==> config.mk <==
export PLATFORM = sky130hd
export DESIGN_NAME = mac_sequencer
export DESIGN_NICKNAME = d
export VERILOG_FILES = /design/src/rtl/mac_sequencer.sv
export SDC_FILE = /design/constraint.sdc
export NUM_CORES = 1
export LEC_CHECK = 0
export ABC_AREA = 1
export CORE_ASPECT_RATIO = 1.4
export CORE_MARGIN = 4
export CORE_UTILIZATION = 37
export DETAILED_ROUTE_END_ITERATION = 8
export PLACE_DENSITY = 0.9
export SYNTH_ARGS = -nofsm -noshare
export SYNTH_HDL_FRONTEND = slang
export SYNTH_SLANG_ARGS = --single-unit
==> constraint.sdc <==
create_clock -name clk_i -period 2.7 [get_ports clk_i]
set_clock_uncertainty 0.05 [all_clocks]
set_input_delay 0.54 -clock clk_i [delete_from_list [all_inputs] [get_ports clk_i]]
set_output_delay 0.54 -clock clk_i [all_outputs]
set_load 0.005 [all_outputs]
==> src/rtl/mac_sequencer.sv <==
// Sequencer feeding a multiply-accumulate logical unit: streams a vector against ROM weights, then emits the result.
// Define MAC_SEQUENCER_BIAS_EN to add a bias word (ROM address INPUT_LENGTH) before the result is presented.
module mac_sequencer #(
  parameter int WORD_SIZE    = 16,
  parameter int INPUT_LENGTH = 8,
  parameter int ADDR_WIDTH   = $clog2(INPUT_LENGTH + 1)
) (
  input  logic                  clk_i,
  input  logic                  reset_i,
  input  logic                  valid_i,
  output logic                  ready_o,
  input  logic [WORD_SIZE-1:0]  data_i,
  output logic [ADDR_WIDTH-1:0] mem_addr_o,
  input  logic [WORD_SIZE-1:0]  mem_data_i,
  output logic [WORD_SIZE-1:0]  lu_mem_o,
  output logic [WORD_SIZE-1:0]  lu_data_o,
  output logic                  lu_sum_en_o,
  output logic                  lu_add_bias_o,
  output logic                  lu_clear_o,
  input  logic [WORD_SIZE-1:0]  lu_result_i,
  output logic                  valid_o,
  input  logic                  ready_i,
  output logic [WORD_SIZE-1:0]  data_o
);

`ifdef MAC_SEQUENCER_BIAS_EN
  typedef enum logic [2:0] {S_CLEAR, S_ACCUM, S_BIAS, S_BIAS_APPLY, S_OUTPUT} state_e;
`else
  typedef enum logic [2:0] {S_CLEAR, S_ACCUM, S_DRAIN, S_OUTPUT} state_e;
`endif

  localparam logic [ADDR_WIDTH-1:0] LAST_BEAT = ADDR_WIDTH'(INPUT_LENGTH - 1);
  localparam logic [ADDR_WIDTH-1:0] BIAS_ADDR = ADDR_WIDTH'(INPUT_LENGTH);

  state_e                state_q, state_d;
  logic [ADDR_WIDTH-1:0] cnt_q, cnt_d;
  logic [WORD_SIZE-1:0]  data_q, data_d;
  logic                  issue_q, issue_d;

  always_ff @(posedge clk_i or posedge reset_i) begin
    if (reset_i) begin
      state_q <= S_CLEAR;
      cnt_q   <= '0;
      data_q  <= '0;
      issue_q <= 1'b0;
    end else begin
      state_q <= state_d;
      cnt_q   <= cnt_d;
      data_q  <= data_d;
      issue_q <= issue_d;
    end
  end

  always_comb begin
    state_d       = state_q;
    cnt_d         = cnt_q;
    data_d        = data_q;
    issue_d       = 1'b0;
    ready_o       = 1'b0;
    mem_addr_o    = '0;
    lu_clear_o    = 1'b0;
    lu_add_bias_o = 1'b0;
    valid_o       = 1'b0;
    data_o        = '0;
    // A beat accepted last cycle meets its weight now: the ROM answers one cycle after the address.
    lu_sum_en_o   = issue_q;
    lu_data_o     = issue_q ? data_q : '0;
    lu_mem_o      = issue_q ? mem_data_i : '0;

    case (state_q)
      S_CLEAR: begin
        lu_clear_o = 1'b1;
        cnt_d      = '0;
        state_d    = S_ACCUM;
      end
      S_ACCUM: begin
        ready_o    = 1'b1;
        mem_addr_o = cnt_q;
        if (valid_i) begin
          data_d  = data_i;
          issue_d = 1'b1;
          cnt_d   = cnt_q + 1'b1;
          if (cnt_q == LAST_BEAT) begin
`ifdef MAC_SEQUENCER_BIAS_EN
            state_d = S_BIAS;
`else
            state_d = S_DRAIN;
`endif
          end
        end
      end
`ifdef MAC_SEQUENCER_BIAS_EN
      S_BIAS: begin
        mem_addr_o = BIAS_ADDR;
        state_d    = S_BIAS_APPLY;
      end
      S_BIAS_APPLY: begin
        lu_sum_en_o   = 1'b1;
        lu_add_bias_o = 1'b1;
        lu_mem_o      = mem_data_i;
        lu_data_o     = '0;
        state_d       = S_OUTPUT;
      end
`else
      S_DRAIN: begin
        state_d = S_OUTPUT;
      end
`endif
      S_OUTPUT: begin
        valid_o     = 1'b1;
        data_o      = lu_result_i;
        lu_sum_en_o = 1'b0;
        if (ready_i) state_d = S_CLEAR;
      end
      default: state_d = S_CLEAR;
    endcase
  end

endmodule

==> results of run 1 <==
[worst max path at each step]
stage / from / slack (ns) / depth (start not counted) / endpoint
after floorplan: state_q[0]$_DFFE_PP0P_ / 1.04 / 4 / lu_sum_en_o
after global placement: mem_data_i[10] / 0.48 / 4 / lu_mem_o[10]
after detailed placement: state_q[1]$_DFFE_PP0P_ / 0.46 / 4 / data_o[8]
after CTS: state_q[1]$_DFFE_PP0P_ / 0.16 / 4 / data_o[8]
after global routing: state_q[1]$_DFFE_PP0P_ / 0.05 / 4 / data_o[14]
final: state_q[1]$_DFFE_PP0P_ / 0.19 / 4 / data_o[8]
[cell usage after synthesis]
| cell type | n |
|---|---|
| a21oi_1 | 1 |
| buf_2 | 6 |
| buf_4 | 1 |
| buf_6 | 2 |
| clkbuf_1 | 1 |
| conb_1 | 1 |
| dfrtp_1 | 23 |
| ha_1 | 6 |
| inv_1 | 61 |
| inv_2 | 1 |
| nand2_1 | 112 |
| nand2_2 | 1 |
| nand3_1 | 7 |
| nor2_1 | 6 |
| nor3b_2 | 1 |
| o21ai_0 | 2 |
[critical path: stages (launching register included)]
cell and delay, ns:
dfrtp_1 0.43, ha_1 0.55, nand2_1 0.12, inv_1 0.08, clkdlybuf4s50_1 0.49
[state kept, by name, indices dropped and copies added (netlist names)]
name	count
cnt_q	4
data_q	16
state_q	2
issue_q	1
[final cells by class]
type,instances,area (µm²),area share [%]
Inverter,62,233,8.99
Sequential cell,23,576,22.2
Tap cell,42,52.6,2.03
Clock buffer,4,45.0,1.74
Multi-Input combinational cell,137,591,22.8
Timing Repair Buffer,110,1090,42.2
[power groups by stage]
stage | clock network [µW] | logic, µW | registers [µW]
floorplan | 0 | 480 | 567
global placement | 0 | 873 | 598
detailed placement | 0 | 903 | 607
CTS | 217 | 908 | 602
global route | 230 | 998 | 623
finish | 204 | 889 | 602
[metrics by stage]
step	instance area, µm²	power, µW
2_1_floorplan	1460	1050
3_3_place_gp	2540	1470
3_5_place_dp	2540	1510
4_1_cts	2590	1730
5_1_grt	2590	1850
6_report	2590	1690
[metal layers]
metal,up-vias,GRT usage [%]
met3,6,3.73
met4,0,4.12
met2,73,34.3
met1,701,14.4
li1,846,-
met5,-,0
[cell families (layout without fill, tap and decap cells)]
group | Yosys count | after routing | share of synthesized area [%]
fa+ha+maj | 6 | 6 | 5.13
compound gates | 3 | 3 | 1.03
other cells | 1 | 1 | 0.256
simple gates | 127 | 127 | 34.0
flops | 23 | 23 | 39.3
buf+inv | 72 | 176 | 20.3
==> flow_summary.yaml, run 1 <==
status:
  outcome: "finished clean"
global_route:
  grt-ovfl-total: 0
  grt_max_degree: 24
  grt_util_all_layers_pct: 16.3
  grt_antenna_before_repair: 0
  grt_pass1_vias: 1533
  grt_pass1_wl_mm: 6.36
timing:
  rsz0062_at_grt: "false"
  max_freq_mhz: 399
  tightest_slew_ns: 0.866
  hold-worst-slack_ns: 0.432
  hold_violations: 0
  fin_crit_ns: 2.51
  slew_violations: 0
  post-route-period-util_pct: 92.8
  setup_tns_ns: 0
  max-slew-margin-rel_pct: 42.2
  finalSetupViolations: 0
  setup_ws_ns: 0.195
pwr:
  p_leak_uw: 0.00156
  seq_power_share_pct: 35.5
  ir_drop_mv: 0.498
  p_switching_uw: 616
  p_per_area_nw_per_um2: 654
  p_int_uw: 1080
  pwr-share-comb_pct: 52.5
  switching_share_pct: 36.4
  pwr-share-clk_pct: 12.0
cells_and_area:
  drive_gt1_share_pct: 2.68
  diodes: 0
  mostFrequentLayoutCells: "nand2_1, clkdlybuf4s50_1, inv_1"
  instances_no_fill: 378
  num-nets-final: 395
  final_common_cell: "nand2_1"
  finalCoreUtilization_pct: 69.2
  area_delta_synth_final_pct: 77.1
  fill_cells: 320
die:
  num_rows: 26
  dieArea_um2: 5040
  ios: 109
  chipWidth_um: 61.1
  die_h_um: 82.4
  core_um2: 3740
  start_util_pct: 39.1
placement:
  gp_congestion: 0.736
  place_ws_ns: 0.460
  post-place-cells: 374
  portBuffers: 107
  dp_hpwl_mm: 3.43
clock_network:
  clkTransAtPathRegs_ns: 0.08
  postCtsSetupRepairBufs: 0
  clock_latency_ns: 0.25
  cts_buffers: 3
  cts_tree: "yes"
  clockBufferDepth: 2
  h-tree-depth: 1
  ctsResizeCount: 0
  cts_root_buf: "clkbuf_8"
  clock_sinks: 23
  cts_hold_buffers: 0
logic_synthesis:
  yosysWarnings: 0
  ys_seq_area_share_pct: 39.3
  ys_seq_elements: 23
  netlist.area_leader.share_pct: 39.3
  synth.distinct_cells: 16
  netlist_top_cells_area: "dfrtp_1, nand2_1, inv_1"
  yosys.area.top_type: "dfrtp_1"
  syn_avg_cell_area_um2: 6.30
  syn-num-nets: 290
  syn_area_um2: 1460
  syn-instance-count: 232
setup_path:
  required_ns: 2.11
  end_kind: "output port"
  r2r-start: "state_q[1]$_DFFE_PP0P_"
  crit_type: "reg -> out"
  critPathMaxFanout: 19
  crit-reg2reg-capture: "cnt_q[2]$_DFFE_PP0P_"
  timing.reg2reg.setup_slack_ns: 1.04
  crit_arrival_ns: 1.92
  critPathLaunchType: "flop"
  r2r_cells: 7
detailed_routing:
  vias: 1626
  viasPerCell: 4.30
  top_layer_used: "met4"
  wire_per_inst_um: 10.9
  met2_length_mm: 2.22
  route.detailed.drc: 0
  dr_wl_met3_um: 470
  firstDrtPassIters: 4
  ant_nets: 0
  wl_met1_mm: 1.38
  wl_mm: 4.14
  first_iter_violations: 55
min_path:
  min_path_type: "reg -> reg"
  hp-start: "data_q[8]$_DFFE_PP0P_"
  min_path_cells: 2
  min_to: "data_q[8]$_DFFE_PP0P_"
run:
  drv_cap: 0
Note: power is estimated with default switching activity, not from simulation.
==> inputs of run 2 (changes only) <==
--- a/config.mk
+++ b/config.mk
@@ -6,7 +6,8 @@
 export NUM_CORES = 1
 export LEC_CHECK = 0
 export ABC_AREA = 1
-export CORE_ASPECT_RATIO = 1.4
+export CAP_MARGIN = 40
+export CORE_ASPECT_RATIO = 0.9
 export CORE_MARGIN = 4
 export CORE_UTILIZATION = 37
 export DETAILED_ROUTE_END_ITERATION = 8
==> run 2 against run 1 <==
  * Setup slack improved by 0.12 ns
  * First-iteration DRC count decreased by 13%
  * Count of clock-buffer cells in the layout decreased by 1
  * Via count decreased by 1.7%
  * Fmax increased by 5.0%
  * Die area decreased by 0.26%
  * Register-to-register slack got worse by 0.32 ns
  * Largest power group unchanged
  * Highest routed layer unchanged
==> flow_summary.yaml, run 2 (synthesis results as in run 1) <==
setup_path:
  end_kind: "output port"
  crit_type: "reg -> out"
  required_ns: 2.11
  critical-path-max-stage-delay_ns: 0.51
  crit_buf_inv: 2
  critPathMaxFanout: 19
  slowest_stage: "clkdlybuf4s50_1"
  critPathLaunchType: "flop"
  crit_chain: "ha_2 -> nand2_1 -> inv_1 -> clkdlybuf4s50_1"
  crit_family: "buffers and inverters"
  crit_arrival_ns: 1.80
die:
  num_rows: 21
  ios: 109
  core_um2: 3760
  chipWidth_um: 74.3
  dieArea_um2: 5020
  die_h_um: 67.6
  start_util_pct: 38.9
detailed_routing:
  vias: 1598
  route.detailed.drc: 0
  ant_nets: 0
  firstDrtPassIters: 4
  wl_mm: 4.11
  first_iter_violations: 48
  viasPerCell: 4.19
  wire_per_inst_um: 10.8
pwr:
  ir_drop_mv: 0.357
  p_leak_uw: 0.00156
  p_per_area_nw_per_um2: 657
  finalPower_uw: 1700
timing:
  setup_tns_ns: 0
  max_freq_mhz: 419
  rsz0062_at_grt: "false"
  finalSetupViolations: 0
  fin_crit_ns: 2.39
  slew_violations: 0
  post-route-period-util_pct: 88.4
  hold_violations: 0
  setup_ws_ns: 0.313
global_route:
  grt_util_all_layers_pct: 15.6
  grt_max_degree: 28
  grt_pass1_wl_mm: 6.13
  grt_antenna_before_repair: 0
  grt-ovfl-total: 0
  grt_pass1_vias: 1392
cells_and_area:
  finalCoreUtilization_pct: 69.0
  drive_gt1_share_pct: 2.99
  instances_no_fill: 381
  fill_cells: 336
  mostFrequentLayoutCells: "nand2_1, clkdlybuf4s50_1, inv_1"
  num-nets-final: 394
  diodes: 0
  reg_top3: "data_q (16), cnt_q (4), state_q (2)"
  largest_reg_flops: 16
  regMostFlops: "data_q"
  final_common_cell: "nand2_1"
  area_delta_synth_final_pct: 77.3
min_path:
  min_path_type: "reg -> reg"
clock_network:
  cts_root_buf: "clkbuf_8"
  h-tree-depth: 1
  cts_hold_buffers: 0
  cts_tree: "yes"
  cts_buffers: 3
  clockBufferDepth: 2
  clock_latency_ns: 0.27
  clkTransAtPathRegs_ns: 0.09
  clock_sinks: 23
placement:
  portBuffers: 107
  gp_congestion: 0.781
  place_ws_ns: 0.374
  dp_hpwl_mm: 3.31
  post-place-cells: 377
run:
  drv_cap: 0
status:
  outcome: "finished clean"
## run 2: cell types whose count changed in the layout (fill, tap and decap cells not counted)
cell | before | now
buf_4 | 3 | 2
clkbuf_1 | 1 | 0
clkinvlp_4 | 0 | 1
ha_1 | 6 | 5
ha_2 | 0 | 1
## run 2: worst paths after layout
path / startpoint / end / slack, ns / cells after the start
setup / recovery: state_q[1]$_DFFE_PP0P_ / data_o[4] / 0.31 / 4
hold / removal: data_q[3]$_DFFE_PP0P_ / data_q[3]$_DFFE_PP0P_ / 0.44 / 2
setup reg to reg: state_q[1]$_DFFE_PP0P_ / cnt_q[2]$_DFFE_PP0P_ / 0.72 / 7
hold reg to reg: data_q[3]$_DFFE_PP0P_ / data_q[3]$_DFFE_PP0P_ / 0.44 / 2
max in group asynchronous: reset_i / data_q[8]$_DFFE_PP0P_ / 1.81 / 3
min in group asynchronous: reset_i / data_q[1]$_DFFE_PP0P_ / 0.55 / 3
## run 2: power by group
part	total [µW]	switching, µW	leakage [µW]	internal, µW
Combinational	892	417	0.00124	475
Clock	221	116	0.0000217	104
Sequential	592	101	0.000290	492
Total	1700	634	0.00156	1070
## run 2: timing repair
item,4_1_cts,5_1_grt
buffers inserted,0,0
setup endpoints to repair,0,8
gates resized for setup,0,1
## run 2: metal layers
metal | share of wire (%) | up-vias | GRT usage, % | wire [µm]
li1 | - | 845 | - | -
met1 | 36 | 681 | 15.7 | 1490
met2 | 50 | 66 | 30.9 | 2070
met3 | 12 | 6 | 4.91 | 510
met4 | 0.97 | 0 | 4.22 | 40
met5 | 0 | - | 0 | 0
## run 2: tightest hold or removal path, cell delays in order (launching register included)
cell and delay, ns:
dfrtp_1 0.35, nand2_1 0.05, nand2_1 0.06
## run 2: area by class of cell
class                      count  area [µm²]  share of cell area (%)
multi-input combinational    137         593                    22.9
inverter                      62         233                    8.97
tap                           46        57.6                    2.22
timing repair buffer         109        1090                    41.9
clock buffer                   3        41.3                    1.59
clock inverter                 1        7.51                   0.289
sequential                    23         576                    22.2
## run 2: metrics by stage
step           cell area, µm²  hold WS (ns)
2_1_floorplan            1460         0.399
3_3_place_gp             2540         0.411
3_5_place_dp             2540         0.416
4_1_cts                  2590         0.437
5_1_grt                  2590         0.456
6_report                 2590         0.435
==> inputs of run 3 (changes only) <==
--- a/config.mk
+++ b/config.mk
@@ -11,7 +11,7 @@
 export CORE_MARGIN = 4
 export CORE_UTILIZATION = 37
 export DETAILED_ROUTE_END_ITERATION = 8
-export PLACE_DENSITY = 0.9
+export PLACE_DENSITY = 0.86
 export SYNTH_ARGS = -nofsm -noshare
 export SYNTH_HDL_FRONTEND = slang
 export SYNTH_SLANG_ARGS = --single-unit
==> run 3 against run 2 <==
  * Non-clock buffer count increased by 4
  * First-iteration DRC count decreased by 33%
  * Via count increased by 2.2%
  * Design area increased by 1.3%
  * Critical endpoint is now mem_addr_o[1]
  * Largest power group unchanged
==> flow_summary.yaml, run 3 (synthesis results as in run 1) <==
status:
  outcome: "finished clean"
setup_path:
  crit_arrival_ns: 1.74
  r2r_cells: 7
  r2r-start: "state_q[1]$_DFFE_PP0P_"
  end_kind: "output port"
  critPathLaunchType: "flop"
  crit-reg2reg-capture: "cnt_q[2]$_DFFE_PP0P_"
  crit_type: "reg -> out"
  timing.reg2reg.setup_slack_ns: 1.07
  required_ns: 2.11
  critPathMaxFanout: 8
clock_network:
  cts_tree: "yes"
  postCtsSetupRepairBufs: 0
  cts_buffers: 3
  clock_sinks: 23
  cts_root_buf: "clkbuf_8"
  clock_latency_ns: 0.26
  clockBufferDepth: 2
  clkTransAtPathRegs_ns: 0.08
  cts_hold_buffers: 0
  ctsResizeCount: 0
  h-tree-depth: 1
cells_and_area:
  final_common_cell: "nand2_1"
  regMostFlops: "data_q"
  diodes: 0
  regArea_um2: 576
  multi_input_area_um2: 591
  instances_no_fill: 385
  drive_gt1_share_pct: 3.83
  num-nets-final: 398
  reg_top3: "data_q (16), cnt_q (4), state_q (2)"
  largest_reg_flops: 16
  fill_cells: 320
  mostFrequentLayoutCells: "nand2_1, clkdlybuf4s50_1, inv_1"
  area_delta_synth_final_pct: 79.6
pwr:
  seq_power_share_pct: 34.2
  pwr-share-clk_pct: 12.1
  p_int_uw: 1090
  pwr-share-comb_pct: 53.7
  switching_share_pct: 36.7
  ir_drop_mv: 0.445
  p_per_area_nw_per_um2: 656
  p_switching_uw: 632
  p_leak_uw: 0.00158
placement:
  post-place-cells: 381
  portBuffers: 107
  dp_hpwl_mm: 3.40
  gp_congestion: 0.794
detailed_routing:
  vias: 1633
  wire_per_inst_um: 10.9
  wl_mm: 4.19
  first_iter_violations: 32
  ant_nets: 0
  route.detailed.drc: 0
  viasPerCell: 4.24
  firstDrtPassIters: 4
global_route:
  grt_antenna_before_repair: 0
  grt_pass1_vias: 1568
  grt_util_all_layers_pct: 17.0
  grt_pass1_wl_mm: 6.73
  grt_max_degree: 22
  grt-ovfl-total: 0
timing:
  rsz0062_at_grt: "false"
  hold_violations: 0
  fin_crit_ns: 2.33
  max_freq_mhz: 429
  slew_violations: 0
  post-route-period-util_pct: 86.3
  setup_tns_ns: 0
  finalSetupViolations: 0
die:
  dieArea_um2: 5020
  core_um2: 3760
  num_rows: 21
  chipWidth_um: 74.3
  die_h_um: 67.6
  ios: 109
  start_util_pct: 38.9
min_path:
  min_path_cells: 2
  min_path_type: "reg -> reg"
  hp-start: "data_q[0]$_DFFE_PP0P_"
  min_to: "data_q[0]$_DFFE_PP0P_"
run:
  drv_cap: 0
-- run 3: changes by cell type in the layout (fill, tap and decap cells not counted), sizes merged --
cell	delta
clkinvlp	-1
buf	+4
clkinv	+1
-- run 3: how the worst max path moves through the flow --
stage | depth (start not counted) | start | endpoint | slack [ns]
after global placement | 4 | mem_data_i[0] | lu_mem_o[0] | 0.50
after CTS | 5 | state_q[1]$_DFFE_PP0P_ | mem_addr_o[1] | 0.34
final | 5 | state_q[1]$_DFFE_PP0P_ | mem_addr_o[1] | 0.37
after global routing | 5 | state_q[1]$_DFFE_PP0P_ | mem_addr_o[3] | 0.22
after floorplan | 4 | state_q[0]$_DFFE_PP0P_ | lu_sum_en_o | 1.04
after detailed placement | 4 | lu_result_i[14] | data_o[14] | 0.49
-- run 3: per-layer routing --
metal	track usage, %	share of wire, %	wire length (µm)
met3	4.61	12	494
met5	0	0	0
met1	17.5	37	1560
met4	4.89	1.1	48
met2	33.2	50	2090
-- run 3: cell type report --
type / count / area share (%)
inverter: 62 / 8.86
clock buffer: 3 / 1.57
sequential: 23 / 21.9
tap: 46 / 2.19
timing repair buffer: 113 / 42.8
multi-input combinational: 137 / 22.5
clock inverter: 1 / 0.191
-- run 3: per-stage QoR --
stage / utilization [%] / hold WS (ns) / setup WS, ns / instance area, µm² / total power [µW]
after floorplan: - / 0.399 / 1.04 / 1460 / 1050
after global placement: 68.3 / 0.411 / 0.504 / 2560 / 1490
after global routing: 69.9 / 0.460 / 0.219 / 2630 / 1900
final: 69.9 / 0.435 / 0.369 / 2630 / 1720
after CTS: 69.9 / 0.438 / 0.345 / 2630 / 1740
after detailed placement: 68.7 / 0.415 / 0.493 / 2580 / 1530
-- run 3: worst max-delay path: stages (launching register included) --
cell and delay, ns:
dfrtp_1 0.44, inv_1 0.10, ha_1 0.32, nand2_1 0.09, inv_1 0.06, clkdlybuf4s50_1 0.49
-- run 3: power by group through the flow --
stage                     clock network, µW  registers (µW)  logic, µW
after floorplan                           0             567        480
after global placement                    0             585        904
after detailed placement                  0             596        935
after CTS                               214             590        941
after global routing                    233             613       1060
final                                   209             589        925
